<file path="src/rtl/column_feeder.sv">
`timescale 1ns/1ps
// column_feeder: LFSR-driven letter source and fall-step timer for one falling-letter column.
// Define FEEDER_SPEEDUP_EN to shorten the step period as levels rise; otherwise the period stays at TICK_BASE.
module column_feeder #(
    parameter int unsigned TICK_BASE   = 25_000_000,
    parameter int unsigned TICK_STEP   = 1_000_000,
    parameter int unsigned LEVEL_EVERY = 4,
    parameter logic [15:0] SEED        = 16'hACE1
) (
    input  logic       clock,
    input  logic       reset_signal,
    input  logic       enable,
    input  logic       req,
    output logic [7:0] letter,
    output logic       letter_valid,
    output logic       step,
    output logic [3:0] level,
    output logic [7:0] solved_count
);
    localparam logic [15:0] SEED_FIX  = (SEED == 16'h0000) ? 16'h0001 : SEED;
    localparam logic [15:0] LFSR_MASK = 16'hB400;
    localparam logic [24:0] BASE_25   = 25'(TICK_BASE);
    localparam logic [24:0] STEP_25   = 25'(TICK_STEP);

    if (TICK_BASE <= 15 * TICK_STEP || LEVEL_EVERY < 1) begin : g_param_check
        $error("column_feeder: TICK_BASE must exceed 15*TICK_STEP and LEVEL_EVERY must be >= 1");
    end

    typedef enum logic [1:0] {IDLE, SPAWN, RUN, HOLD} state_t;

    state_t      state_q, state_d;
    logic [15:0] lfsr_q, lfsr_d;
    logic [7:0]  letter_q, letter_d;
    logic        valid_q, valid_d;
    logic        step_q, step_d;
    logic [24:0] tick_q, tick_d;
    logic [7:0]  solved_q, solved_d;
    logic [3:0]  level_cur;
    logic [24:0] period_m1;
    logic [7:0]  pick_letter;

`ifdef FEEDER_SPEEDUP_EN
    localparam int unsigned          DIV_W    = (LEVEL_EVERY > 1) ? $clog2(LEVEL_EVERY) : 1;
    localparam logic [DIV_W-1:0]     DIV_LAST = DIV_W'(LEVEL_EVERY - 1);

    logic [3:0]       level_q, level_d;
    logic [DIV_W-1:0] div_q, div_d;

    assign level_cur = level_q;
`else
    assign level_cur = 4'd0;
`endif

    // The LFSR is never all-zero, so at least one of its bytes is nonzero.
    assign pick_letter = (lfsr_q[7:0] != 8'h00) ? lfsr_q[7:0] : lfsr_q[15:8];
    assign period_m1   = BASE_25 - (25'(level_cur) * STEP_25) - 25'd1;

    always_comb begin
        state_d  = state_q;
        lfsr_d   = {1'b0, lfsr_q[15:1]} ^ (lfsr_q[0] ? LFSR_MASK : 16'h0000);
        letter_d = letter_q;
        valid_d  = valid_q;
        step_d   = 1'b0;
        tick_d   = tick_q;
        solved_d = solved_q;
`ifdef FEEDER_SPEEDUP_EN
        level_d  = level_q;
        div_d    = div_q;
`endif
        unique case (state_q)
            IDLE: begin
                if (enable) state_d = SPAWN;
            end
            SPAWN: begin
                letter_d = pick_letter;
                valid_d  = 1'b1;
                tick_d   = 25'd0;
                state_d  = RUN;
            end
            RUN: begin
                // Priority: hold beats a solve, and a solve beats the step terminal count.
                if (!enable) begin
                    state_d = HOLD;
                end else if (req) begin
                    state_d = SPAWN;
                    valid_d = 1'b0;
                    tick_d  = 25'd0;
                    if (solved_q != 8'hFF) solved_d = solved_q + 8'd1;
`ifdef FEEDER_SPEEDUP_EN
                    if (div_q == DIV_LAST) begin
                        div_d = '0;
                        if (level_q != 4'hF) level_d = level_q + 4'd1;
                    end else begin
                        div_d = div_q + 1'b1;
                    end
`endif
                end else if (tick_q == period_m1) begin
                    step_d = 1'b1;
                    tick_d = 25'd0;
                end else begin
                    tick_d = tick_q + 25'd1;
                end
            end
            HOLD: begin
                if (enable) state_d = RUN;
            end
            default: state_d = IDLE;
        endcase
    end

    always_ff @(posedge clock) begin
        if (reset_signal) begin
            state_q  <= IDLE;
            lfsr_q   <= SEED_FIX;
            letter_q <= 8'h00;
            valid_q  <= 1'b0;
            step_q   <= 1'b0;
            tick_q   <= 25'd0;
            solved_q <= 8'h00;
`ifdef FEEDER_SPEEDUP_EN
            level_q  <= 4'd0;
            div_q    <= '0;
`endif
        end else begin
            state_q  <= state_d;
            lfsr_q   <= lfsr_d;
            letter_q <= letter_d;
            valid_q  <= valid_d;
            step_q   <= step_d;
            tick_q   <= tick_d;
            solved_q <= solved_d;
`ifdef FEEDER_SPEEDUP_EN
            level_q  <= level_d;
            div_q    <= div_d;
`endif
        end
    end

    assign letter       = letter_q;
    assign letter_valid = valid_q;
    assign step         = step_q;
    assign level        = level_cur;
    assign solved_count = solved_q;

endmodule

</file>
<file path="config.mk">
export PLATFORM = sky130hd
export DESIGN_NAME = column_feeder
export DESIGN_NICKNAME = d
export VERILOG_FILES = /design/src/rtl/column_feeder.sv
export SDC_FILE = /design/constraint.sdc
export NUM_CORES = 1
export LEC_CHECK = 0
export ABC_AREA = 1
export BUFFER_PORTS_ARGS = -buffer_cell sky130_fd_sc_hd__buf_4
export CAP_MARGIN = 30
export CORE_MARGIN = 2
export CORE_UTILIZATION = 30
export DETAILED_ROUTE_END_ITERATION = 6
export PLACE_DENSITY = 0.5
export RECOVER_POWER = 100
export SETUP_SLACK_MARGIN = 0.2
export SLEW_MARGIN = 20
export SYNTH_ARGS = -nofsm -noshare
export SYNTH_HDL_FRONTEND = slang
export SYNTH_SLANG_ARGS = --single-unit
</file>
<file path="constraint.sdc">
create_clock -name clock -period 1.44 [get_ports clock]
set_input_delay 0.288 -clock clock [delete_from_list [all_inputs] [get_ports clock]]
set_output_delay 0.288 -clock clock [all_outputs]
set_load 0.005 [all_outputs]
</file>
* After elaboration in Yosys (flattened, before gate mapping) *
Cells that the tools add are included.

word-level totals
  register bits after elaboration = 61
  latch bits = 0
  bits in writable memories = 0
  memory bits (read-only) = 0
  logic and storage cells = 45
  memories = 0

operators by class
  add/subtract/negate cells = 2
  multipliers = 0
  divide/modulo/power cells = 0
  $lt $le $gt $ge = 0
  equal/unequal tests = 10
  shifts and indexed selects = 0
  muxes and demuxes = 15
  bitwise operators = 3
  reduce and logical (&&, ||, !) cells = 8

operator list
  cell                                                 count
  two-way mux 25 bit                                   3
  one-hot mux 25 bit (2 select lines)                  1
  adder 25 x 1 -> 25 bit, second input constant        1
  equality test 25 bit, second input constant          1
  two-way mux 16 bit                                   1
  bitwise XOR 15 x 16 -> 16 bit                        1
  adder 8 x 1 -> 8 bit, second input constant          1
  two-way mux 2 bit                                    4
  two-way mux 8 bit                                    1
  != test 2 bit, second input constant                 4
  != test 8 bit, second input constant                 1
  one-hot mux 2 bit (4 select lines)                   1
  nonzero test 8 bit                                   1
  AND reduction 3 bit                                  2
  equality test 2 bit, second input constant           2
  AND reduction 4 bit                                  1
  OR reduction 4 bit                                   1
  two-way mux 1 bit                                    3
  != test 3 bit, second input constant                 1
  equality test 2 x 1 -> 1 bit, second input constant  1
  logical NOT 2 bit                                    1
  inverter 1 bit                                       2
  one-hot mux 1 bit (2 select lines)                   1
  AND reduction 2 bit                                  1
  nonzero test 2 bit                                   1

* Logic depth before layout (Yosys ltp) *
  depth after elaboration = 5
  depth in mapped cells = 11
  depth with buffers taken out = 10

* Worst setup path after synthesis *
Ideal clock, no wire load.

  path kind = register to register
  start point = register tick_q[1]
  end point = register tick_q[5]
  library setup time = 119 ps
  arrival = 1317 ps
  data required time = 1321 ps
  path slack = 4 ps
  stages on the path, launching flop included = 12
  path buffers = 1
  clock period less this slack = 1436 ps
  cell sequence = dfxtp_1 ha_1 nand2_1 inv_1 nand2_2 nor2_4 nand3_2 nand2_2 nand2_4 nand2_8 buf_12 nor2_2

between the ends
  longest elaborated chain between the ends = 5
  elaborated cells between the ends (all ways) = 6
  classes of those cells = 1 x add/sub; 1 x eq/ne; 4 x mux

RTL lines
  element                                                         RTL line  source
  start, declared                                                 36        logic [24:0] tick_q, tick_d;
  start signal, assigned                                          130       tick_q <= tick_d;
  adder 25 x 1 -> 25 bit or equality test 25 bit (tied branches)  101, 97
  two-way mux 25 bit *                                            97        end else if (tick_q == period_m1) begin
  two-way mux 25 bit *                                            84        end else if (req) begin
  two-way mux 25 bit *                                            82        if (!enable) begin
  one-hot mux 25 bit (2 select lines) *                           70        unique case (state_q)

Every way passes the cells marked *; elsewhere a longest branch is shown, timed or not. The select of a mux whose other input is x is not followed.
A chain may end at the register's enable or synchronous reset.

* Final worst setup path *
  start point = register tick_q[1]
  end point = register tick_q[17]

The elaborated chain is that of the path after synthesis.

==> flow_summary_export.csv <==
group,metric,value,unit
worst_setup_path,cp_slowest_stage_delay,0.36,ns
logic_synthesis,syn_area,2840,µm²
sta,fin_crit_sh,96.6,%
finish,drive_gt1_share,35.0,%
place,globalplace.congestion,0.809,
place,hpwl,4.59,mm
logic_synthesis,avgSynthCellArea,7.33,µm²
logic_synthesis,synth_top_family_by_area,"simple AND/OR/NAND/NOR gates",
clocking,cts_buffer_depth,2,
worst_hold_path,hold_start,"enable",
logic_synthesis,ys_types,33,
clocking,cts_buffers,9,
worst_setup_path,end_kind,"flop",
die,core,9200,µm²
routing,drc,0,
die,num_io_pins,26,
routing,drt_iter0_drc,58,
clocking,clkTransAtPathRegs,0.08,ns
clocking,cts_sinks,61,
logic_synthesis,synth_flop_cell,"dfxtp_1",
worst_setup_path,path_max_fanout,8,
clocking,hold_buffers,0,
routing,vias,2645,
grt,antenna_found_initial,0,
logic_synthesis,yosysWarnings,0,
place,port-buffer-count,21,
logic_synthesis,synthCells,387,
worst_setup_path,crit_chain,"ha_4 -> nand2_4 -> inv_4 -> nand2_4 -> nor2_4 -> nand3_4 -> nand2_4 -> nand2_8 -> nand2_8 -> nor2_2",
power_and_ir_drop,p_leak,1.53,nW
finish,mostFrequentLayoutCells,"67 x nand2_1, 51 x dfxtp_1, 44 x inv_1",
sta,rsz0062_at_grt,"yes",
sta,hold_violations,0,
die,initial_utilization,30.8,%
logic_synthesis,synthMuxAreaShare,0,%
worst_setup_path,crit_path_start,"tick_q[1]",
routing,routed_wl,6.87,mm
clocking,cts_htree_levels,3,
logic_synthesis,synth_compound_area_share,8.34,%
sta,maxSlewViolCount,0,
sta,finalCriticalPeriod,1.39,ns
sta,max_freq,719,MHz
logic_synthesis,synth-xor-area-share,4.01,%
finish,synthToLayoutAreaGrowth,37.1,%
logic_synthesis,synth_seq_area_share,43.1,%
sta,setup_ws,0.0484,ns
worst_setup_path,crit_top_cell,"nand2_4",
power_and_ir_drop,vdd_drop_max,0.000491,V
finish,antennaDiodeCount,0,
routing,first_pass_iters,4,
grt,gr-total-overflow,0,
worst_setup_path,crit_type,"flop to flop",
worst_setup_path,cp.required,1.68,ns
grt,grt_pass1_wl,11.9,mm
power_and_ir_drop,power,3.72,mW
worst_setup_path,start_kind,"flop",
clocking,clk_root_buffer_cell,"clkbuf_8",
sta,whs,0.227,ns
place,dp_slack,0.0132,ns
die,dieHeight,101,µm
finish,layout_commonest_cell,"nand2_1",
grt,grt_pass1_vias,2578,
finish,fill_cells,969,
worst_hold_path,min_path_type,"primary input to flop",
logic_synthesis,synth_fa_ha_area_share,0.882,%
worst_setup_path,critPathTopFamily,"simple AND/OR/NAND/NOR gates",
die,dieArea,10200,µm²
grt,grt_usage,14.6,%
routing,drt-vias-per-instance,4.63,
die,rows,35,
place,dpl_cell_area,3340,µm²
sta,clock_skew,0.0135,ns
clocking,cts_tree,"built",
logic_synthesis,synth_edf_count,0,
worst_setup_path,worst-path-buf-inv,1,
worst_setup_path,r2r-start,"tick_q[1]",
routing,antenna_left,0,
worst_setup_path,cp_slowest_cell,"dfxtp_2",
power_and_ir_drop,power_density,958,nW/µm²
clocking,clock_latency,0.35,ns
logic_synthesis,synth-simple-area-share,34.2,%
routing,wl_per_cell,12.0,µm
finish,fin_nets,461,
logic_synthesis,ys_seq_elements,61,
job,drv.max_cap_violation_count,0,
die,die_x,101,µm
worst_setup_path,worstPathArrival,1.63,ns
grt,grt_max_degree,20,
sta,setup_viol,0,
logic_synthesis,synthArstFlopShare,0,%
status,outcome,"completed",
finish,stdcell_area,3890,µm²
-- metal layers --
metal / up-vias / wire length [µm] / track usage [%] / share of wire (%)
li1: 1373 / - / - / -
met1: 1209 / 3300 / 18.8 / 48
met2: 53 / 3220 / 23.8 / 47
met3: 10 / 276 / 3.93 / 4.0
met4: 0 / 83 / 4.78 / 1.2
met5: - / 0 / 0 / 0
-- state kept, by name (all words and copies together), names as in the netlist --
name	cells
solved_count	8
letter	8
step	1
tick_q	25
letter_valid	1
lfsr_q	16
state_q	2
-- synthesized netlist by cell type, types with 2 or more instances --
| cell | n | area, µm² |
|---|---|---|
| nor2_4 | 3 | 33.8 |
| nor3_1 | 2 | 10.0 |
| nand4_1 | 16 | 100 |
| nand3b_1 | 2 | 15.0 |
| xnor2_1 | 5 | 43.8 |
| dfxtp_1 | 61 | 1220 |
| inv_2 | 3 | 11.3 |
| nand3_2 | 3 | 30.0 |
| nor2_1 | 58 | 218 |
| nand2_1 | 76 | 285 |
| inv_1 | 46 | 173 |
| buf_4 | 5 | 37.5 |
| nand3_1 | 21 | 105 |
| nor2_2 | 11 | 68.8 |
| a31oi_1 | 9 | 56.3 |
| a21oi_1 | 15 | 75.1 |
| ha_1 | 2 | 25.0 |
| o22ai_1 | 2 | 12.5 |
| nand2_2 | 5 | 31.3 |
| o21ai_0 | 17 | 85.1 |
| or2_2 | 3 | 18.8 |
| clkbuf_1 | 4 | 15.0 |
| xor2_1 | 8 | 70.1 |
-- final timing paths --
path                              endpoint  slack, ns  cells past startpoint
worst min-delay path                  step       0.23                      3
worst max register to register  tick_q[17]       0.05                     10
worst max-delay path            tick_q[17]       0.05                     10
worst min register to register   lfsr_q[8]       0.42                      2
-- worst register-to-register path, stage by stage (launching register included) --
cell	delay, ns
dfxtp_2	0.36
ha_4	0.15
nand2_4	0.07
inv_4	0.07
nand2_4	0.05
nor2_4	0.11
nand3_4	0.09
nand2_4	0.09
nand2_8	0.11
nand2_8	0.14
nor2_2	0.04
-- cells by family after synthesis --
kind of cell / after synthesis
XOR/XNOR: 13
AND/OR/NAND/NOR: 205
flip-flops: 61
other: 1
buffers and inverters: 61
adder cells (fa/ha/maj): 2
AO/OA/AOI/OAI: 44
-- through the flow --
step | TNS [ns] | instances | util, %
floorplan | 0 | 390 | -
global placement | 0 | 540 | 36.3
detailed placement | 0 | 540 | 36.3
CTS | 0 | 568 | 40.8
global route | -0.564 | 571 | 42.3
finish | 0 | 571 | 42.3
-- timing repair --
item	CTS	global route
gates cloned	4	0
setup endpoints to repair	35	46
resized for setup	30	46
buffers inserted	8	3
pin swaps	17	12
-- final cells by class --
cell class,instances,area (µm²),area share [%]
inverters,49,189,4.86
clock inverters,7,78.8,2.03
flip-flops and latches,61,1230,31.7
clock buffers,9,124,3.19
multi-input cells,272,1640,42.2
well taps,111,139,3.57
repair buffers,62,482,12.4
-- power breakdown --
part	total, mW	internal (mW)	switching (mW)
Combinational	0.334	0.125	0.208
Sequential	1.78	1.75	0.0330
Clock	1.61	0.824	0.788
Total	3.72	2.70	1.03
(Power assumes the default switching activity.)
